==> src/rtl/spacing_fn_unit.sv <==
// spacing_fn_unit: four-lane pipelined reciprocal s = floor(2^24 / t), saturated to 4095.
// Define SPACING_FN_ROUND_EN for round-to-nearest (13-bit quotient of 2^25 / t, latency 13).
module spacing_fn_unit (
  input  logic        clk,
  input  logic        rst_n,
  input  logic        i_valid,
  input  logic [20:0] i_data_1,
  input  logic [20:0] i_data_2,
  input  logic [20:0] i_data_3,
  input  logic [20:0] i_data_4,
  output logic        o_valid,
  output logic [12:0] o_data_1,
  output logic [12:0] o_data_2,
  output logic [12:0] o_data_3,
  output logic [12:0] o_data_4
);

`ifdef SPACING_FN_ROUND_EN
  localparam int QW = 13;
`else
  localparam int QW = 12;
`endif
  // One quotient bit per stage, so the stage count equals the quotient width.
  localparam int NS = QW;
  localparam int RW = QW + 13;
  localparam logic [RW-1:0] DIVIDEND = {1'b1, {(RW-1){1'b0}}};
  localparam logic [20:0]   SAT_T    = 21'd4096;

  // One restoring step: trial-subtract t << bitpos from the partial remainder.
  // Returns {quotient_bit, next_remainder}.
  function automatic logic [RW:0] div_step(input logic [RW-1:0] rem,
                                           input logic [20:0]   t,
                                           input int            bitpos);
    logic [RW+20:0] div_sh;
    logic [RW+20:0] rem_w;
    logic [RW-1:0]  rem_n;
    logic           qb;
    div_sh = {{RW{1'b0}}, t} << bitpos;
    rem_w  = {21'd0, rem};
    qb     = (rem_w >= div_sh);
    rem_n  = qb ? (rem - div_sh[RW-1:0]) : rem;
    return {qb, rem_n};
  endfunction

  logic [20:0] in_t [4];
  assign in_t[0] = i_data_1;
  assign in_t[1] = i_data_2;
  assign in_t[2] = i_data_3;
  assign in_t[3] = i_data_4;

  // Pipeline state: stage s holds the quotient with bits QW-1..QW-1-s resolved.
  logic [NS-1:0] vld_r;
  logic [20:0]   t_r   [NS-1][4];
  logic [RW-1:0] rem_r [NS-1][4];
  logic [QW-1:0] q_r   [NS][4];
  logic [3:0]    sat_r [NS];

  // Operands feeding each stage: stage 0 takes the ports, stage s takes stage s-1.
  logic [20:0]   prv_t   [NS][4];
  logic [RW-1:0] prv_rem [NS][4];
  logic [QW-1:0] prv_q   [NS][4];
  logic [3:0]    prv_sat [NS];

  logic [RW-1:0] nxt_rem [NS-1][4];
  logic [QW-1:0] nxt_q   [NS][4];

  always_comb begin
    for (int l = 0; l < 4; l++) begin
      prv_t[0][l]   = in_t[l];
      prv_rem[0][l] = DIVIDEND;
      prv_q[0][l]   = '0;
      prv_sat[0][l] = (in_t[l] <= SAT_T);
    end
    for (int s = 1; s < NS; s++) begin
      prv_sat[s] = sat_r[s-1];
      for (int l = 0; l < 4; l++) begin
        prv_t[s][l]   = t_r[s-1][l];
        prv_rem[s][l] = rem_r[s-1][l];
        prv_q[s][l]   = q_r[s-1][l];
      end
    end
  end

  always_comb begin
    logic [RW:0] step;
    step = '0;
    for (int s = 0; s < NS - 1; s++) begin
      for (int l = 0; l < 4; l++) begin
        step          = div_step(prv_rem[s][l], prv_t[s][l], QW - 1 - s);
        nxt_q[s][l]   = prv_q[s][l] | ({{(QW-1){1'b0}}, step[RW]} << (QW - 1 - s));
        nxt_rem[s][l] = step[RW-1:0];
      end
    end
    // The last stage resolves bit 0; its remainder is not needed.
    for (int l = 0; l < 4; l++) begin
      step           = div_step(prv_rem[NS-1][l], prv_t[NS-1][l], 0);
      nxt_q[NS-1][l] = prv_q[NS-1][l] | {{(QW-1){1'b0}}, step[RW]};
    end
  end

  // Only the valid bits are reset; data registers shift unconditionally.
  always_ff @(posedge clk or negedge rst_n) begin
    if (!rst_n) begin
      vld_r <= '0;
    end else begin
      vld_r <= {vld_r[NS-2:0], i_valid};
    end
  end

  always_ff @(posedge clk) begin
    for (int s = 0; s < NS; s++) begin
      sat_r[s] <= prv_sat[s];
      for (int l = 0; l < 4; l++) begin
        q_r[s][l] <= nxt_q[s][l];
      end
    end
    for (int s = 0; s < NS - 1; s++) begin
      for (int l = 0; l < 4; l++) begin
        t_r[s][l]   <= prv_t[s][l];
        rem_r[s][l] <= nxt_rem[s][l];
      end
    end
  end

  logic [11:0] res [4];

  always_comb begin
    for (int l = 0; l < 4; l++) begin
`ifdef SPACING_FN_ROUND_EN
      res[l] = sat_r[NS-1][l] ? 12'hFFF
                              : 12'(({1'b0, q_r[NS-1][l]} + 14'd1) >> 1);
`else
      res[l] = sat_r[NS-1][l] ? 12'hFFF : q_r[NS-1][l];
`endif
    end
  end

  // Output data holds its last value between valid results.
  always_ff @(posedge clk or negedge rst_n) begin
    if (!rst_n) begin
      o_valid  <= 1'b0;
      o_data_1 <= '0;
      o_data_2 <= '0;
      o_data_3 <= '0;
      o_data_4 <= '0;
    end else begin
      o_valid <= vld_r[NS-1];
      if (vld_r[NS-1]) begin
        o_data_1 <= {1'b0, res[0]};
        o_data_2 <= {1'b0, res[1]};
        o_data_3 <= {1'b0, res[2]};
        o_data_4 <= {1'b0, res[3]};
      end
    end
  end

endmodule

==> config.mk <==
export PLATFORM = sky130hd
export DESIGN_NAME = spacing_fn_unit
export DESIGN_NICKNAME = d
export VERILOG_FILES = /design/src/rtl/spacing_fn_unit.sv
export SDC_FILE = /design/constraint.sdc
export NUM_CORES = 2
export LEC_CHECK = 0
export ABC_CLOCK_PERIOD_IN_PS = 4100
export CAP_MARGIN = 20
export CORE_MARGIN = 10
export CORE_UTILIZATION = 25
export DETAILED_ROUTE_END_ITERATION = 10
export GPL_TIMING_DRIVEN = 1
export PLACE_DENSITY = 0.46
export SETUP_SLACK_MARGIN = 0.05
export SYNTH_ARGS = -nofsm -noshare
export SYNTH_HDL_FRONTEND = slang
export SYNTH_SLANG_ARGS = --single-unit
==> constraint.sdc <==
create_clock -name clk -period 4.1 [get_ports clk]
set_input_delay 0.82 -clock clk [delete_from_list [all_inputs] [get_ports clk]]
set_output_delay 0.82 -clock clk [all_outputs]
set_load 0.005 [all_outputs]
==> summary.txt <==
Floorplanning
  – Placement Rows: 225
  – Die footprint: 403000 um^2
  – Die height: 635 um
  – Horizontal extent of the die: 635 um
  – Number of I/O pins: 140
  – Standard cell core area: 376000 um^2
  – Initial standard-cell utilization of the core: 25.1%

Finish
  – Fill cell instance count of the final layout: 39342
  – Final #Nets: 10916
  – Area grow syn2layout: 16.6%
  – Share of layout cells above drive strength 1: 9.38%
  – Leading cell type in the layout, fill and taps excluded: dfxtp_1
  – Commonest cells after routing, fill and taps aside: dfxtp_1 (2119), inv_1 (1076), ha_1 (840)
  – Area of all placed cells without fillers: 110000 um^2

Worst hold path
  – Number of stages on the worst hold path: 0
  – Type of the worst min-delay path: flop to flop

Setup path
  – CP startpoint kind: flop
  – Worst path arrival time: 4.17 ns
  – Longest individual stage delay on the worst path: 0.55 ns
  – Cell Chain, Critical Path: inv_1 > ha_1 > a211oi_1 > nor2_1 > o31ai_1 > o21ai_1 > a31oi_1 > o31ai_1 > a2111oi_4 > buf_12 > mux2_2
  – Crit path required time: 4.90 ns
  – Most used cell along the critical path: o31ai_1
  – Category of the worst setup path capture point: flop
  – Count of cell instances traversed by the critical path: 11
  – R2r worst-path depth: 11
  – Total buffers and inverters traversed by the critical path: 2
  – Type of the worst setup path: flop to flop
  – Highest-delay cell along the critical path: a2111oi_4
  – Largest fanout of any net on the critical path: 35
  – Delay-heaviest family, CP: compound AO/OA/AOI/OAI gates

Placed design
  – Estimated wirelength of the detail-placed design: 164 mm
  – Number of buffers inserted by port buffering: 135
  – Placer Congestion: 0.824
  – Post-placement cell area: 102000 um^2

STA
  – Minimum clock period: 3.38 ns
  – Clock tree skew after final layout: 0.0643 ns
  – Headroom to the max-slew limit: 38.2%
  – Final setup TNS: 0 ns
  – FMAX: 296 MHz
  – Unrepaired setup endpoints after global routing: false
  – Share of the cycle needed by the critical path after routing: 82.3%
  – Worst-margin pin slew: 0.927 ns
  – Number of max-slew violations in the final report: 0
  – Hold Violations, Final: 0
  – Count of final setup violators: 0

Routing
  – Final Routed Wirelength: 209 mm
  – Vias: 63285
  – Antenna Violating Nets Remaining: 0
  – Detail-routed via count per cell: 4.18
  – WL per Instance: 13.8 um
  – Total DRC errors in the routed layout: 0
  – Violation count after the first detailed-routing iteration: 2512
  – First-pass detailed-route iteration total: 5

Global route
  – Via count of the first global-routing pass: 63599
  – Pin count of the biggest net entering global routing: 76
  – Met3 demand-to-capacity share in global routing: 1.54%
  – Total overflow reported by the global router: 0
  – Most crowded layer after global routing: met2
  – First-pass GRT wire length: 339 mm
  – Met2 Use GR: 16.3%
  – Met1 global-route usage: 13.7%
  – All-Layer GR Usage: 10.1%
  – Antenna violations before repair: 10

Clock network
  – Clock latency at the later pin of the worst-skew pair: 0.94 ns
  – Total number of clock tree sinks: 2181
  – Setup fix buffers added after clock tree synthesis: 0
  – Maximum buffer depth of the clock tree: 4
  – Root cell of the clock tree: clkbuf_16
  – Htree depth: 4
  – Clock-pin slew of the registers on the worst-case setup and hold paths: 0.06 ns
  – TritonCTS clock tree: yes
  – Post-cts gate resize count: 0
  – Num CTS Buffers: 234
  – Hold buffer count at CTS: 1

Synth
  – Number of instances in the synthesized netlist: 9665
  – Synth Register Bits: 2181
  – Share of flip-flops with an asynchronous set or reset after synthesis: 2.80%
  – Netlist area before placement: 94500 um^2
  – Number of synthesis warnings: 0
  – EDFF count, synth: 0
  – Post-synth cell types: 95
  – Mean post-synth cell area: 9.77 um^2
  – Share of synthesized area occupied by flip-flops and latches: 46.5%
  – Primary flip-flop cell chosen by synthesis mapping: dfxtp_1

Pwr
  – Leakage Power: 0.0499 uW
  – Maximum VDD drop: 0.355 mV
  – Power per cell area: 588 nW/um^2

Outcome
  – Status: finished, final reports clean

Job
  – Number of violations of the max-capacitance limit: 0
sequential cells by signal, indices dropped and copies added (netlist names):
| name | count |
|---|---|
| o_data_4 | 12 |
| rem_r | 836 |
| o_data_1 | 12 |
| q_r | 312 |
| o_data_3 | 12 |
| sat_r | 48 |
| vld_r | 12 |
| o_valid | 1 |
| t_r | 924 |
| o_data_2 | 12 |
report_power, final:
group / switching, uW / internal (uW) / leakage [uW]
combinational: 9100 / 7940 / 0.0276
sequential: 1610 / 24100 / 0.0183
clock: 8700 / 13200 / 0.00398
logic make-up after synthesis:
family | Yosys count | synth area share, %
mux | 450 | 5.33
other cells | 1 | 0.00397
flops | 2181 | 46.5
buf+inv | 1232 | 5.01
xor+xnor | 625 | 5.80
simple gates | 2111 | 10.6
fa+ha+maj | 880 | 12.0
compound gates | 2185 | 14.7
through the flow:
stage	hold WS, ns	instances	power (uW)	setup WS (ns)	util [%]
2_1_floorplan	0.310	9668	39000	1.19	-
3_3_place_gp	0.310	14705	43400	0.680	27.1
3_5_place_dp	0.312	14705	43300	0.647	27.1
4_1_cts	0.246	15137	65800	0.675	29.3
5_1_grt	0.293	15139	69100	0.433	29.3
6_report	0.296	15142	64700	0.724	29.3
layer usage:
| layer | part of all wire, % | up-vias |
|---|---|---|
| met1 | 50 | 28269 |
| li1 | - | 33835 |
| met5 | 0.013 | - |
| met2 | 43 | 797 |
| met4 | 3.4 | 6 |
| met3 | 3.4 | 378 |
final cells by class:
cell class	count	area, um^2	share of cell area [%]
Antenna cell	4	10.0	0.00909
Clock buffer	326	6710	6.09
Clock inverter	105	1450	1.32
Inverter	1080	4050	3.68
Multi-Input combinational cell	6255	45800	41.6
Sequential cell	2181	44000	39.9
Tap cell	4994	6250	5.67
Timing Repair Buffer	197	1900	1.72
worst reg2reg max path, stage by stage (launching register included):
cell and delay (ns):
dfxtp_1 0.32, inv_1 0.05, ha_1 0.35, a211oi_1 0.25, nor2_1 0.10, o31ai_1 0.32
o21ai_1 0.16, a31oi_1 0.40, o31ai_1 0.17, a2111oi_4 0.55, buf_12 0.24, mux2_2 0.36
Yosys cell counts (12+ instances only):
library cell | number | area (um^2)
dfxtp_1 | 2120 | 42400
dfrtp_1 | 61 | 1530
a31o_2 | 21 | 184
o41ai_1 | 32 | 280
or4_1 | 17 | 128
clkbuf_1 | 90 | 338
buf_2 | 38 | 190
nor4_1 | 43 | 269
nand4_1 | 100 | 626
a211oi_1 | 61 | 458
nand2_1 | 457 | 1720
o211a_1 | 14 | 140
ha_1 | 840 | 10500
inv_1 | 1076 | 4040
o21ai_1 | 15 | 75.1
nand2b_1 | 101 | 632
and4_1 | 20 | 175
o31ai_1 | 56 | 420
a31oi_1 | 78 | 488
o21ai_0 | 489 | 2450
o21bai_1 | 89 | 668
a21boi_0 | 40 | 300
a21o_1 | 262 | 1970
xnor2_1 | 403 | 3530
nand3_1 | 123 | 616
and2_1 | 58 | 363
xor2_1 | 222 | 1940
o21a_1 | 108 | 811
nor2b_1 | 119 | 744
and3_1 | 61 | 382
a211o_1 | 24 | 210
fa_1 | 40 | 801
o211ai_1 | 43 | 323
mux2_1 | 24 | 270
nor2_1 | 706 | 2650
mux2i_1 | 27 | 270
nand3b_1 | 12 | 90.1
o31a_1 | 30 | 263
or2_2 | 41 | 257
or3_1 | 64 | 400
mux2_2 | 399 | 4490
nor3_1 | 171 | 856
a21oi_1 | 667 | 3340
a2111oi_0 | 12 | 105
final timing paths:
path | from | endpoint | slack (ns)
hold reg to reg | q_r[2][30]$_DFF_P_ | q_r[2][78]$_DFF_P_ | 0.30
min in group asynchronous | rst_n | o_data_1[11]$_DFFE_PN0P_ | 0.50
setup / recovery | t_r[8][69]$_DFF_P_ | rem_r[9][80]$_DFF_P_ | 0.72
max in group asynchronous | rst_n | vld_r[11]$_DFF_PN0_ | 2.84
setup reg to reg | t_r[8][69]$_DFF_P_ | rem_r[9][80]$_DFF_P_ | 0.72
hold / removal | q_r[2][30]$_DFF_P_ | q_r[2][78]$_DFF_P_ | 0.30
Note: power is estimated with default switching activity, not from simulation.
